**src/rtl/riscv_lsu.sv**
```systemverilog
// Load/store unit for a multicycle RV32I core: one request at a time on a valid/ack bus,
// with optional two-beat splitting of misaligned accesses and a bus-hang timeout.
module riscv_lsu #(
    parameter int ADDR_W         = 32,
    parameter int MISALIGN_SPLIT = 1,
    parameter int TIMEOUT        = 255,
    parameter int CNT_W          = 8
) (
    input  logic              clk,
    input  logic              reset,
    input  logic              req_valid,
    output logic              req_ready,
    input  logic              req_store,
    input  logic [2:0]        req_funct3,
    input  logic [ADDR_W-1:0] req_addr,
    input  logic [31:0]       req_wdata,
    input  logic [4:0]        req_rd,
    output logic              resp_valid,
    output logic [31:0]       resp_rdata,
    output logic [4:0]        resp_rd,
    output logic              resp_misaligned,
    output logic              resp_err,
    output logic              mem_req,
    output logic              mem_we,
    output logic [ADDR_W-1:0] mem_addr,
    output logic [3:0]        mem_be,
    output logic [31:0]       mem_wdata,
    input  logic              mem_ack,
    input  logic [31:0]       mem_rdata
);

    typedef enum logic [1:0] {IDLE, BEAT1, BEAT2, RESP} state_t;

    state_t            state;
    logic              store_q;
    logic [2:0]        f3_q;
    logic [1:0]        off_q;
    logic              spill_q;
    logic [ADDR_W-1:0] base_q;
    logic [31:0]       wdata_q;
    logic [4:0]        rd_q;
    logic [31:0]       lo_q;
    logic [CNT_W-1:0]  cnt;

    logic        illegal_in;
    logic        misal_in;
    logic [3:0]  lanes_in;
    logic [31:0] wdata_in;
    logic [3:0]  lanes2;
    logic [31:0] wdata2;
    logic [31:0] lo_shift;
    logic [31:0] hi_part;
    logic [31:0] raw;
    logic [31:0] ext;
    logic        timeout_hit;

    function automatic logic [3:0] size_mask(input logic [1:0] sz);
        case (sz)
            2'b00:   return 4'b0001;
            2'b01:   return 4'b0011;
            default: return 4'b1111;
        endcase
    endfunction

    assign req_ready = (state == IDLE);

    // Decode of the incoming request, used only at the accept edge.
    always_comb begin
        illegal_in = req_store ? (req_funct3[2] | (&req_funct3[1:0]))
                               : ((req_funct3 == 3'b011) | (&req_funct3[2:1]));
        misal_in   = ((req_funct3[1:0] == 2'b01) && (&req_addr[1:0])) ||
                     ((req_funct3[1:0] == 2'b10) && (req_addr[1:0] != 2'b00));
        lanes_in   = size_mask(req_funct3[1:0]) << req_addr[1:0];
        wdata_in   = req_wdata << {req_addr[1:0], 3'b000};
    end

    // Second-beat lanes/data are the bytes that spilled past lane 3 in the first beat.
    always_comb begin
        lanes2   = size_mask(f3_q[1:0]) >> (3'd4 - {1'b0, off_q});
        wdata2   = wdata_q >> (6'd32 - {1'b0, off_q, 3'b000});
        lo_shift = ((state == BEAT2) ? lo_q : mem_rdata) >> {off_q, 3'b000};
        hi_part  = (state == BEAT2) ? (mem_rdata << (6'd32 - {1'b0, off_q, 3'b000})) : 32'h0;
        raw      = lo_shift | hi_part;
        case (f3_q)
            3'b000:  ext = {{24{raw[7]}}, raw[7:0]};
            3'b001:  ext = {{16{raw[15]}}, raw[15:0]};
            3'b100:  ext = {24'h0, raw[7:0]};
            3'b101:  ext = {16'h0, raw[15:0]};
            default: ext = raw;
        endcase
        timeout_hit = (TIMEOUT != 0) && (cnt == CNT_W'(TIMEOUT - 1));
    end

    always_ff @(posedge clk or negedge reset) begin
        if (!reset) begin
            state           <= IDLE;
            store_q         <= 1'b0;
            f3_q            <= 3'b000;
            off_q           <= 2'b00;
            spill_q         <= 1'b0;
            base_q          <= '0;
            wdata_q         <= 32'h0;
            rd_q            <= 5'd0;
            lo_q            <= 32'h0;
            cnt             <= '0;
            resp_valid      <= 1'b0;
            resp_rdata      <= 32'h0;
            resp_rd         <= 5'd0;
            resp_misaligned <= 1'b0;
            resp_err        <= 1'b0;
            mem_req         <= 1'b0;
            mem_we          <= 1'b0;
            mem_addr        <= '0;
            mem_be          <= 4'b0000;
            mem_wdata       <= 32'h0;
        end else begin
            case (state)
                IDLE: begin
                    if (req_valid) begin
                        store_q <= req_store;
                        f3_q    <= req_funct3;
                        off_q   <= req_addr[1:0];
                        spill_q <= misal_in;
                        base_q  <= {req_addr[ADDR_W-1:2], 2'b00};
                        wdata_q <= req_wdata;
                        rd_q    <= req_rd;
                        if (illegal_in) begin
                            state      <= RESP;
                            resp_valid <= 1'b1;
                            resp_err   <= 1'b1;
                            resp_rd    <= req_rd;
                        end else if (misal_in && (MISALIGN_SPLIT == 0)) begin
                            state           <= RESP;
                            resp_valid      <= 1'b1;
                            resp_misaligned <= 1'b1;
                            resp_rd         <= req_rd;
                        end else begin
                            state     <= BEAT1;
                            cnt       <= '0;
                            mem_req   <= 1'b1;
                            mem_we    <= req_store;
                            mem_addr  <= {req_addr[ADDR_W-1:2], 2'b00};
                            mem_be    <= lanes_in;
                            mem_wdata <= req_store ? wdata_in : 32'h0;
                        end
                    end
                end
                BEAT1, BEAT2: begin
                    if (mem_ack) begin
                        if (state == BEAT1 && spill_q) begin
                            state     <= BEAT2;
                            cnt       <= '0;
                            lo_q      <= mem_rdata;
                            mem_addr  <= base_q + ADDR_W'(4);
                            mem_be    <= lanes2;
                            mem_wdata <= store_q ? wdata2 : 32'h0;
                        end else begin
                            state      <= RESP;
                            mem_req    <= 1'b0;
                            mem_we     <= 1'b0;
                            mem_addr   <= '0;
                            mem_be     <= 4'b0000;
                            mem_wdata  <= 32'h0;
                            resp_valid <= 1'b1;
                            resp_rdata <= store_q ? 32'h0 : ext;
                            resp_rd    <= rd_q;
                        end
                    end else if (timeout_hit) begin
                        state      <= RESP;
                        mem_req    <= 1'b0;
                        mem_we     <= 1'b0;
                        mem_addr   <= '0;
                        mem_be     <= 4'b0000;
                        mem_wdata  <= 32'h0;
                        resp_valid <= 1'b1;
                        resp_err   <= 1'b1;
                        resp_rdata <= 32'h0;
                        resp_rd    <= rd_q;
                    end else begin
                        cnt <= cnt + 1'b1;
                    end
                end
                default: begin
                    // The response lives for exactly one cycle.
                    state           <= IDLE;
                    resp_valid      <= 1'b0;
                    resp_rdata      <= 32'h0;
                    resp_rd         <= 5'd0;
                    resp_misaligned <= 1'b0;
                    resp_err        <= 1'b0;
                end
            endcase
        end
    end

endmodule

```
**config.mk**
```make
export PLATFORM = sky130hd
export DESIGN_NAME = riscv_lsu
export DESIGN_NICKNAME = d
export VERILOG_FILES = /design/src/rtl/riscv_lsu.sv
export SDC_FILE = /design/constraint.sdc
export NUM_CORES = 1
export LEC_CHECK = 0
export BUFFER_PORTS_ARGS = -buffer_cell sky130_fd_sc_hd__buf_4
export CORE_ASPECT_RATIO = 0.75
export CORE_MARGIN = 4
export CORE_UTILIZATION = 24
export CTS_CLUSTER_DIAMETER = 150
export CTS_CLUSTER_SIZE = 40
export DETAILED_ROUTE_END_ITERATION = 16
export PLACE_DENSITY = 0.49
export RECOVER_POWER = 100
export SYNTH_ARGS = -nofsm -noshare
export SYNTH_HDL_FRONTEND = slang
export SYNTH_SLANG_ARGS = --single-unit
```
**constraint.sdc**
```tcl
create_clock -name clk -period 7.3 [get_ports clk]
set_input_delay 0 -clock clk [delete_from_list [all_inputs] [get_ports clk]]
set_output_delay 0 -clock clk [all_outputs]
set_load 0.05 [all_outputs]
```
==> metrics, run 1 <==
Crit-path slowest cell dfrtp_1; Tcrit/Tclk final 0.729; DR iter-0 viols 760; crit path max fanout 30; flops & latches, synth about 220; CTS tree built; multiplexer share of the synthesized area 0.162; max frequency 188 MHz; slew margin rel. -1.69; CP Capture Type flip-flop; violated checks max-capacitance violations, max-slew violations; reg2reg start off_q[1]; # H-tree levels 1; antenna violations before repair 3; CP top delay family compound AO/OA/AOI/OAI gates; setup TNS 0 ns; Avg Cell Area, Syn 9.62 um2; register area share after synthesis 0.465; dpl cells ~2000; M1 GR Usage 0.227; DRT Pass-1 Iters 5; setup violators final 0; busiest layer in global routing met1; largest net degree at the start of global routing 103; Max clock buf depth 3; port buffer count 216; CORE AREA 0.0491 mm2; GPL Wtd Cong 0.869; Hold Path Class input pin to flip-flop; Die H 202 um; vias per inst 4.84; final hold viol count 0; largest family of logic cells by synthesized area compound AO/OA/AOI/OAI gates; Worst-path clk slew about 0.16 ns; area share of the leading cell type in the synthesized netlist 0.465; Top FF cell, synth dfrtp_1; share of layout cells above drive strength 1 0.153; post-synthesis compound-gate area fraction 0.164; Clock Latency Late Sink between 0.5 and 0.6 ns; Clock Tree Root clkbuf_16; RR Endpoint resp_rdata[20]; post-synthesis cell type count 61; EDFF count, synth 0; unrepaired setup endpoints after global routing false; routed wire length around 41000 um; post-DP HPWL 29000 um; actual slew at the worst max-slew pin about 4 ns; crit-path cells inv_1, ha_1, or3b_1, nor2_1, a211oi_2, a211o_2, a21oi_1, a22o_1; global-route usage over all layers 0.147; Post-Syn Area 0.0120 mm2; worst endpoint required time 7.76 ns; Final ANT Viol Nets 0; CP arrival just under 6 ns; buffers plus inverters on the worst setup path 1; max-slew violations 281; Reg2Reg Setup Slack 1.98 ns; Sink Count 223; synth top area cells dfrtp_1, mux2_2, nand2_1; Slowest Stage Delay on Critical Path a little under 1 ns; IO Pins 220; crit path to resp_rdata[20]; total vias in the final route roughly 10000; total design power 6.95 mW; worst vdd ir 0.185 mV; Std-Cell Rows 70; TritonCTS buffer count 9; first-pass GRT wire length about 63000 um; die width 266 um; drt drc 0; FF-to-FF path depth 8; status finished with violations; met2 track demand over resource 0.223; Yosys warnings 0; Worst setup SP type flip-flop; Crit path depth 8; GRT Residual Overflow 0; ys async rst share 1.00; fraction of the mapped netlist area in adder cells 0.00938; Tmin final 5.32 ns; cell count after synthesis 1248; CP startpoint off_q[1]; Initial Utilization 0.244; xor and xnor area share after synthesis 0.0204; CP Class flip-flop to flip-flop; vias in the first global route 10231; Pwr Density 462 mW/mm2; Post-Layout Cell Count 2155; Max-cap violations 6; met3 usage 0.0211; setup bufs post-CTS 0; Die ar. 0.0537 mm2; Nets 1623; Clock Skew 0.0279 ns; area share of and/or/nand/nor cells after synthesis 0.143; largest area contributor in the netlist dfrtp_1; Synth-to-Final Area Change 25.2%; WL per Instance 18.9 um; leakage 6.38 nW
[synth_stat cells, drive strengths merged (13+ instances only)]
cell / n
nor2: 88
mux2i: 67
nand2: 221
o22ai: 24
a22o: 17
inv: 13
nand3: 17
dfrtp: 223
and3: 15
o21ai: 117
buf: 29
nor3: 22
a21oi: 63
xnor2: 23
a31oi: 13
a22oi: 18
clkbuf: 62
a221oi: 19
mux2: 99
[cells by family after synthesis]
logic type / count (synthesis)
adder cells (fa/ha/maj): 9
multiplexers: 173
flip-flops: 223
other: 1
XOR/XNOR: 28
AND/OR/NAND/NOR: 396
buffers and inverters: 104
AO/OA/AOI/OAI: 314
[tightest hold or removal path: stages]
cell	delay, ns
buf_4	0.28
a31oi_1	0.20
o21ai_0	0.08
[state kept, by name, summed over array words and instances (netlist names), 5 cells and up]
register / cells
lo_q: 32
mem_wdata: 32
resp_rdata: 32
wdata_q: 32
base_q: 30
mem_addr: 30
cnt: 8
rd_q: 5
resp_rd: 5
[per-layer routing]
layer | vias to the layer above | routed length (um)
met1 | 5096 | 20100
met3 | 32 | 2260
met4 | 6 | 496
met2 | 331 | 17900
met5 | - | 34
li1 | 4963 | -
[layout by cell type, fill, tap and decap left out, drive strengths merged, types with 63 or more instances in the layout]
master / instances
o21ai: 117
mux2: 99
dfrtp: 223
dlygate4sd3: 107
nand2: 221
buf: 115
nor2: 88
a21oi: 63
clkbuf: 123
mux2i: 67
[through the flow]
stage          hold WS (ns)   util  cell area (um2)  setup slack [ns]
2_1_floorplan        -0.296      -            12000              4.33
3_3_place_gp          0.137  0.289            14200              3.10
3_5_place_dp          0.126  0.289            14200              3.00
4_1_cts              0.0514  0.316            15500              2.99
5_1_grt              0.0924  0.306            15000              1.63
6_report             0.0814  0.306            15000              1.98
[what timing repair did]
action | CTS | global route
hold buffers | 107 | 0
endpoints found under the setup margin | 0 | 0
resized for setup | 0 | 0
endpoints found under the hold margin | 295 | 0
[worst min-delay path by stage]
stage	to	slack, ns	cells after the start	startpoint
3_5_place_dp	rd_q[1]	0.13	1	reset
6_report	mem_wdata[16]	0.08	3	req_addr[0]
3_3_place_gp	resp_rdata[6]	0.14	1	reset
5_1_grt	mem_wdata[19]	0.09	3	req_addr[0]
4_1_cts	mem_wdata[16]	0.05	3	req_addr[0]
2_1_floorplan	base_q[10]	-0.30	0	reset
[layout make-up]
class                           instances  area (um2)
Clock buffer                           10         229
Multi-Input combinational cell        923        5970
Clock inverter                          1        20.0
Tap cell                              648         811
Fill cell                            5193       34100
Antenna cell                            2        5.00
Inverter                               13        48.8
Timing Repair Buffer                  335        2370
Sequential cell                       223        5580
[power breakdown]
group          switching, mW  internal (mW)
Combinational           2.71           1.28
Clock                  0.420          0.235
Sequential             0.498           1.80
Total                   3.63           3.32
Power figures use the tool's default switching activity.
==> run 2: changes to the inputs <==
Settings changed: PLACE_DENSITY 0.49 to 0.5.
Clock period 7.3 ns to 4.33 ns, I/O delays scaled along.
==> run 2 against run 1 <==
- the run still ends with max-capacitance violations, max-slew violations left
- worst hold slack got worse by 0.010 ns
- critical path depth did not move
- power rose by 71%
- largest cell class unchanged
- die area did not move
- fmax rose by 50%
- wire length rose by 0.54%
- sequential share of layout area fell by 0.32 points
- via count barely moved
==> metrics, run 2 (same netlist as run 1, synthesis figures left out) <==
# H-tree levels 1 (unchanged); Tcrit/Tclk final 0.818 (was 0.729); Worst-path clk slew 0.16 ns (about the same); CP arrival 3.97 ns (was 5.78 ns); setup bufs post-CTS 0 (unchanged); GRT Residual Overflow 0 (unchanged); Hold Path Class input pin to flip-flop (unchanged); DR iter-0 viols 868 (was 760); leakage 6.46 nW (was 6.38 nW); Clock Latency Late Sink 0.51 ns (about the same); Pwr Density 782 mW/mm2 (was 462 mW/mm2); hold path endpoint mem_wdata[16] (unchanged); first-pass GRT wire length 63300 um (about the same); share of layout cells above drive strength 1 0.164 (was 0.153); Clock Skew 0.0150 ns (was 0.0279 ns); Worst setup SP type flip-flop (unchanged); Final ANT Viol Nets 0 (unchanged); unrepaired setup endpoints after global routing false (unchanged); most frequent cells in the layout dfrtp_1, nand2_1, buf_4, clkbuf_1, dlygate4sd3_1 (was dfrtp_1, nand2_1, clkbuf_1, buf_4, dlygate4sd3_1); Tmin final 3.54 ns (was 5.32 ns); fillcell total 5185 (was 5193); Post-Layout Cell Count 2162 (was 2155); worst endpoint required time 4.76 ns (was 7.76 ns); CP Class flip-flop to flip-flop (unchanged); Layout Utilization 0.309 (was 0.306); Design Area, Final 0.0152 mm2 (was 0.0150 mm2); Post-CTS Resized 0 (unchanged); routed wire length 41000 um (was 40800 um); CORE AREA 0.0491 mm2 (unchanged); post-DP HPWL 28800 um (was 29000 um); max frequency 282 MHz (was 188 MHz); global-route usage over all layers 0.147 (about the same); DP Area 0.0143 mm2 (was 0.0142 mm2); total vias in the final route 10437 (was 10428); port buffer count 216 (unchanged); vias in the first global route 10242 (was 10231); CP Capture Type flip-flop (unchanged); worst hold start req_addr[0] (unchanged); violated checks max-capacitance violations, max-slew violations (unchanged); TritonCTS buffer count 9 (unchanged); Sink Count 223 (unchanged); slew margin rel. -0.891 (was -1.69); Std-Cell Rows 70 (unchanged); setup violators final 0 (unchanged); total design power 11.9 mW (was 6.95 mW); antenna violations before repair 4 (was 3); status finished with violations (unchanged); combinational share of power 0.587 (was 0.575); reg2reg start state[1] (was off_q[1]); Synth-to-Final Area Change 26.3% (was 25.2%); Nets 1631 (was 1623); drt drc 0 (unchanged); DP Worst Slack 0.931 ns (was 3.00 ns); worst hold margin 0.0709 ns (was 0.0814 ns); vias per inst 4.83 (was 4.84); Reg2Reg Setup Slack 0.79 ns (was 1.98 ns); dpl cells 2043 (was 2035); leading cell type in the layout, fill and taps excluded dfrtp_1 (unchanged); final hold viol count 0 (unchanged); max-slew violations 210 (was 281); WL per Instance 19.0 um (was 18.9 um); Max clock buf depth 3 (unchanged); Initial Utilization 0.244 (unchanged); clock network fraction of total power 0.095 (was 0.094); CTS tree built (unchanged); Die H 202 um (unchanged); largest net degree at the start of global routing 101 (was 103); Switching Share 0.522 (was 0.523); RR Endpoint mem_addr[27] (was resp_rdata[20]); Clock Tree Root clkbuf_16 (unchanged); Psw 6.18 mW (was 3.63 mW); setup ws final 0.788 ns (was 1.98 ns); IO Pins 220 (unchanged); Max-cap violations 3 (was 6); FF-to-FF path depth 8 (unchanged); worst vdd ir 0.341 mV (was 0.185 mV); Seq pwr share 0.319 (was 0.330); hold depth 3 (unchanged); GPL Wtd Cong 0.801 (was 0.869); DRT Pass-1 Iters 5 (unchanged); actual slew at the worst max-slew pin 2.84 ns (was 4.03 ns); setup TNS 0 ns (unchanged); crit path max fanout 34 (was 30); die width 266 um (unchanged); Die ar. 0.0537 mm2 (unchanged); internal power 5.67 mW (was 3.32 mW)
==> run 2: layout make-up <==
class	instances	area, um2	area share
repair buffers	343	2450	0.161
flip-flops and latches	223	5580	0.368
multi-input cells	923	6020	0.397
clock buffers	9	225	0.0149
clock inverters	1	20.0	0.00132
inverters	13	48.8	0.00322
diodes	2	5.00	0.000330
well taps	648	811	0.0535
==> run 2: power groups by stage <==
stage | Combinational, mW | Clock [mW] | Sequential [mW]
2_1_floorplan | 3.87 | 0 | 5.01
3_3_place_gp | 7.25 | 0 | 3.81
3_5_place_dp | 7.31 | 0 | 3.84
4_1_cts | 7.40 | 1.18 | 3.79
5_1_grt | 7.56 | 1.23 | 3.90
6_report | 6.95 | 1.12 | 3.78
==> run 2: worst max-delay path by stage <==
stage,to,cells after the start,start,slack (ns)
global route,mem_addr[18],3,reset,0.45
CTS,mem_addr[27],8,state[0],0.93
floorplan,resp_rdata[20],12,off_q[1],1.36
global placement,mem_addr[26],8,state[0],1.03
detailed placement,mem_addr[27],8,state[0],0.93
finish,mem_addr[27],8,state[1],0.79
==> run 2: repair_timing <==
action	in CTS	in global routing
setup endpoints to repair	0	0
hold buffers	107	0
hold endpoints to repair	292	0
==> run 2: layer usage <==
layer  global-route usage  wire length (um)  share of wire  up-vias
li1                     -                 -              -     4973
met1                0.217             20100           0.49     5129
met2                0.231             18300           0.45      300
met3               0.0244              2090          0.051       31
met4               0.0232               518          0.013        4
met5                    0                27        0.00066        -
==> run 2: worst max-delay path: stages, from the launching register on <==
cell,delay (ns)
dfrtp_1,0.45
inv_1,0.08
ha_1,0.63
inv_2,0.40
o21ai_0,0.59
and3_1,0.23
buf_4,0.31
nand2_1,0.41
o22ai_1,0.34
==> run 3: changes to the inputs <==
Clock period 4.33 ns to 3.15 ns, I/O delays scaled along.
==> run 3 against run 2 <==
- the flow still finishes with violations (max-capacitance violations, max-slew violations)
- non-clock buffer count rose by 8
- combinational power grew 40%
- flip-flop and latch count unchanged
- sequential share of layout area is 0.15 points lower
- die area unchanged
- wire length up 2.4%
- first-iteration DRC count decreased by 1.8%
- critical endpoint is now mem_wdata[19]
- largest cell class unchanged
==> metrics, run 3 (same netlist as run 1, synthesis figures left out) <==
status finished with violations (unchanged); violated checks max-capacitance violations, max-slew violations (unchanged); share of layout cells above drive strength 1 0.169 (was 0.164); Std-Cell Rows 70 (unchanged); DRT Pass-1 Iters 5 (unchanged); Clock Latency Late Sink 0.51 ns (about the same); antenna violations before repair 5 (was 4); Nets 1639 (was 1631); setup bufs post-CTS 0 (unchanged); port buffer count 216 (unchanged); Tcrit/Tclk final 0.917 (was 0.818); slew margin rel. -0.602 (was -0.891); crit path max fanout 38 (was 34); Initial Utilization 0.244 (unchanged); WL per Instance 19.4 um (was 19.0 um); leakage 6.51 nW (was 6.46 nW); routed wire length 42000 um (was 41000 um); n_diodes 0 (was 2); leading cell type in the layout, fill and taps excluded dfrtp_1 (unchanged); Sink Count 223 (unchanged); die width 266 um (unchanged); unrepaired setup endpoints after global routing false (unchanged); Tmin final 2.89 ns (was 3.54 ns); actual slew at the worst max-slew pin 2.40 ns (was 2.84 ns); Max clock buf depth 3 (unchanged); GRT Residual Overflow 0 (unchanged); Hold Path Class input pin to flip-flop (unchanged); CTS tree built (unchanged); Worst setup SP type flip-flop (unchanged); Post-Layout Cell Count 2168 (was 2162); post-DP HPWL 29500 um (was 28800 um); Die H 202 um (unchanged); max-slew violations 86 (was 210); TritonCTS buffer count 9 (unchanged); first-pass GRT wire length 64500 um (was 63300 um); vias per inst 4.82 (was 4.83); Seq pwr share 0.315 (was 0.319); DR iter-0 viols 852 (was 868); combinational share of power 0.593 (was 0.587); total vias in the final route 10444 (was 10437); CP Class flip-flop to flip-flop (unchanged); most frequent cells in the layout dfrtp_1, nand2_1, buf_4, clkbuf_1, dlygate4sd3_1 (unchanged); CP arrival 3.27 ns (was 3.97 ns); worst endpoint required time 3.53 ns (was 4.76 ns); final hold viol count 0 (unchanged); Clock Tree Root clkbuf_16 (unchanged); setup violators final 0 (unchanged); Psw 8.61 mW (was 6.18 mW); worst vdd ir 0.419 mV (was 0.341 mV); largest net degree at the start of global routing 94 (was 101); clock network fraction of total power 0.092 (was 0.095); max frequency 346 MHz (was 282 MHz); Switching Share 0.523 (was 0.522); Clock Skew 0.0250 ns (was 0.0150 ns); Pwr Density 1080 mW/mm2 (was 782 mW/mm2); Max-cap violations 1 (was 3); internal power 7.85 mW (was 5.67 mW); vias in the first global route 10467 (was 10242); CP Capture Type flip-flop (unchanged); IO Pins 220 (unchanged); global-route usage over all layers 0.151 (was 0.147); dpl cells 2052 (was 2043); Die ar. 0.0537 mm2 (unchanged); Worst-path clk slew 0.15 ns (was 0.16 ns); # H-tree levels 1 (unchanged); setup TNS 0 ns (unchanged); drt drc 0 (unchanged); CORE AREA 0.0491 mm2 (unchanged); Synth-to-Final Area Change 26.9% (was 26.3%); GPL Wtd Cong 0.849 (was 0.801); worst hold margin 0.0185 ns (was 0.0709 ns); Final ANT Viol Nets 0 (unchanged)
[run 3: per-layer routing]
metal	track usage	vias up	wire length (um)
met1	0.224	5100	20400
met5	0	-	55
li1	-	4981	-
met3	0.0287	50	2350
met2	0.231	303	18400
met4	0.0298	10	750
[run 3: final cells by class]
class	instances	area, um2
clock buffers	9	225
clock inverters	1	20.0
fillers	5131	33900
inverters	13	48.8
multi-input cells	923	6010
flip-flops and latches	223	5580
well taps	648	811
repair buffers	351	2520
[run 3: what timing repair did]
action	4_1_cts	5_1_grt
hold buffers	106	0
hold endpoints to repair	275	0
resized for setup	0	0
[run 3: power groups by stage]
| stage | Clock [mW] | Sequential, mW | Combinational, mW |
|---|---|---|---|
| global placement | 0 | 5.23 | 10.2 |
| detailed placement | 0 | 5.27 | 10.3 |
| CTS | 1.61 | 5.20 | 10.4 |
| global route | 1.68 | 5.36 | 10.6 |
| finish | 1.51 | 5.19 | 9.76 |
| floorplan | 0 | 6.89 | 5.32 |
[run 3: metrics by stage]
step	utilization	worst slack [ns]	cell area, um2	power, mW
5_1_grt	0.310	0.0256	15200	17.6
4_1_cts	0.319	0.278	15700	17.3
3_3_place_gp	0.293	0.393	14400	15.5
6_report	0.310	0.260	15200	16.5
2_1_floorplan	-	0.181	12000	12.2
3_5_place_dp	0.293	0.297	14400	15.6
[run 3: final timing paths]
kind / start / end / slack, ns / depth (start not counted)
worst max-delay path: state[0] / mem_wdata[19] / 0.26 / 8
worst min-delay path: mem_ack / resp_err / 0.02 / 4
worst max register to register: state[0] / mem_wdata[19] / 0.26 / 8
worst min register to register: lo_q[16] / lo_q[16] / 0.49 / 2
max in group asynchronous: reset / wdata_q[13] / 0.58 / 3
min in group asynchronous: reset / resp_rd[0] / 0.73 / 2
[run 3: critical path, stage by stage (launching register included)]
cell and delay, ns:
dfrtp_1 0.45, inv_1 0.10, ha_1 0.44, nand2b_1 0.31
o21bai_1 0.31, nand3_4 0.53, buf_4 0.42, nand2_1 0.09
o21ai_0 0.08
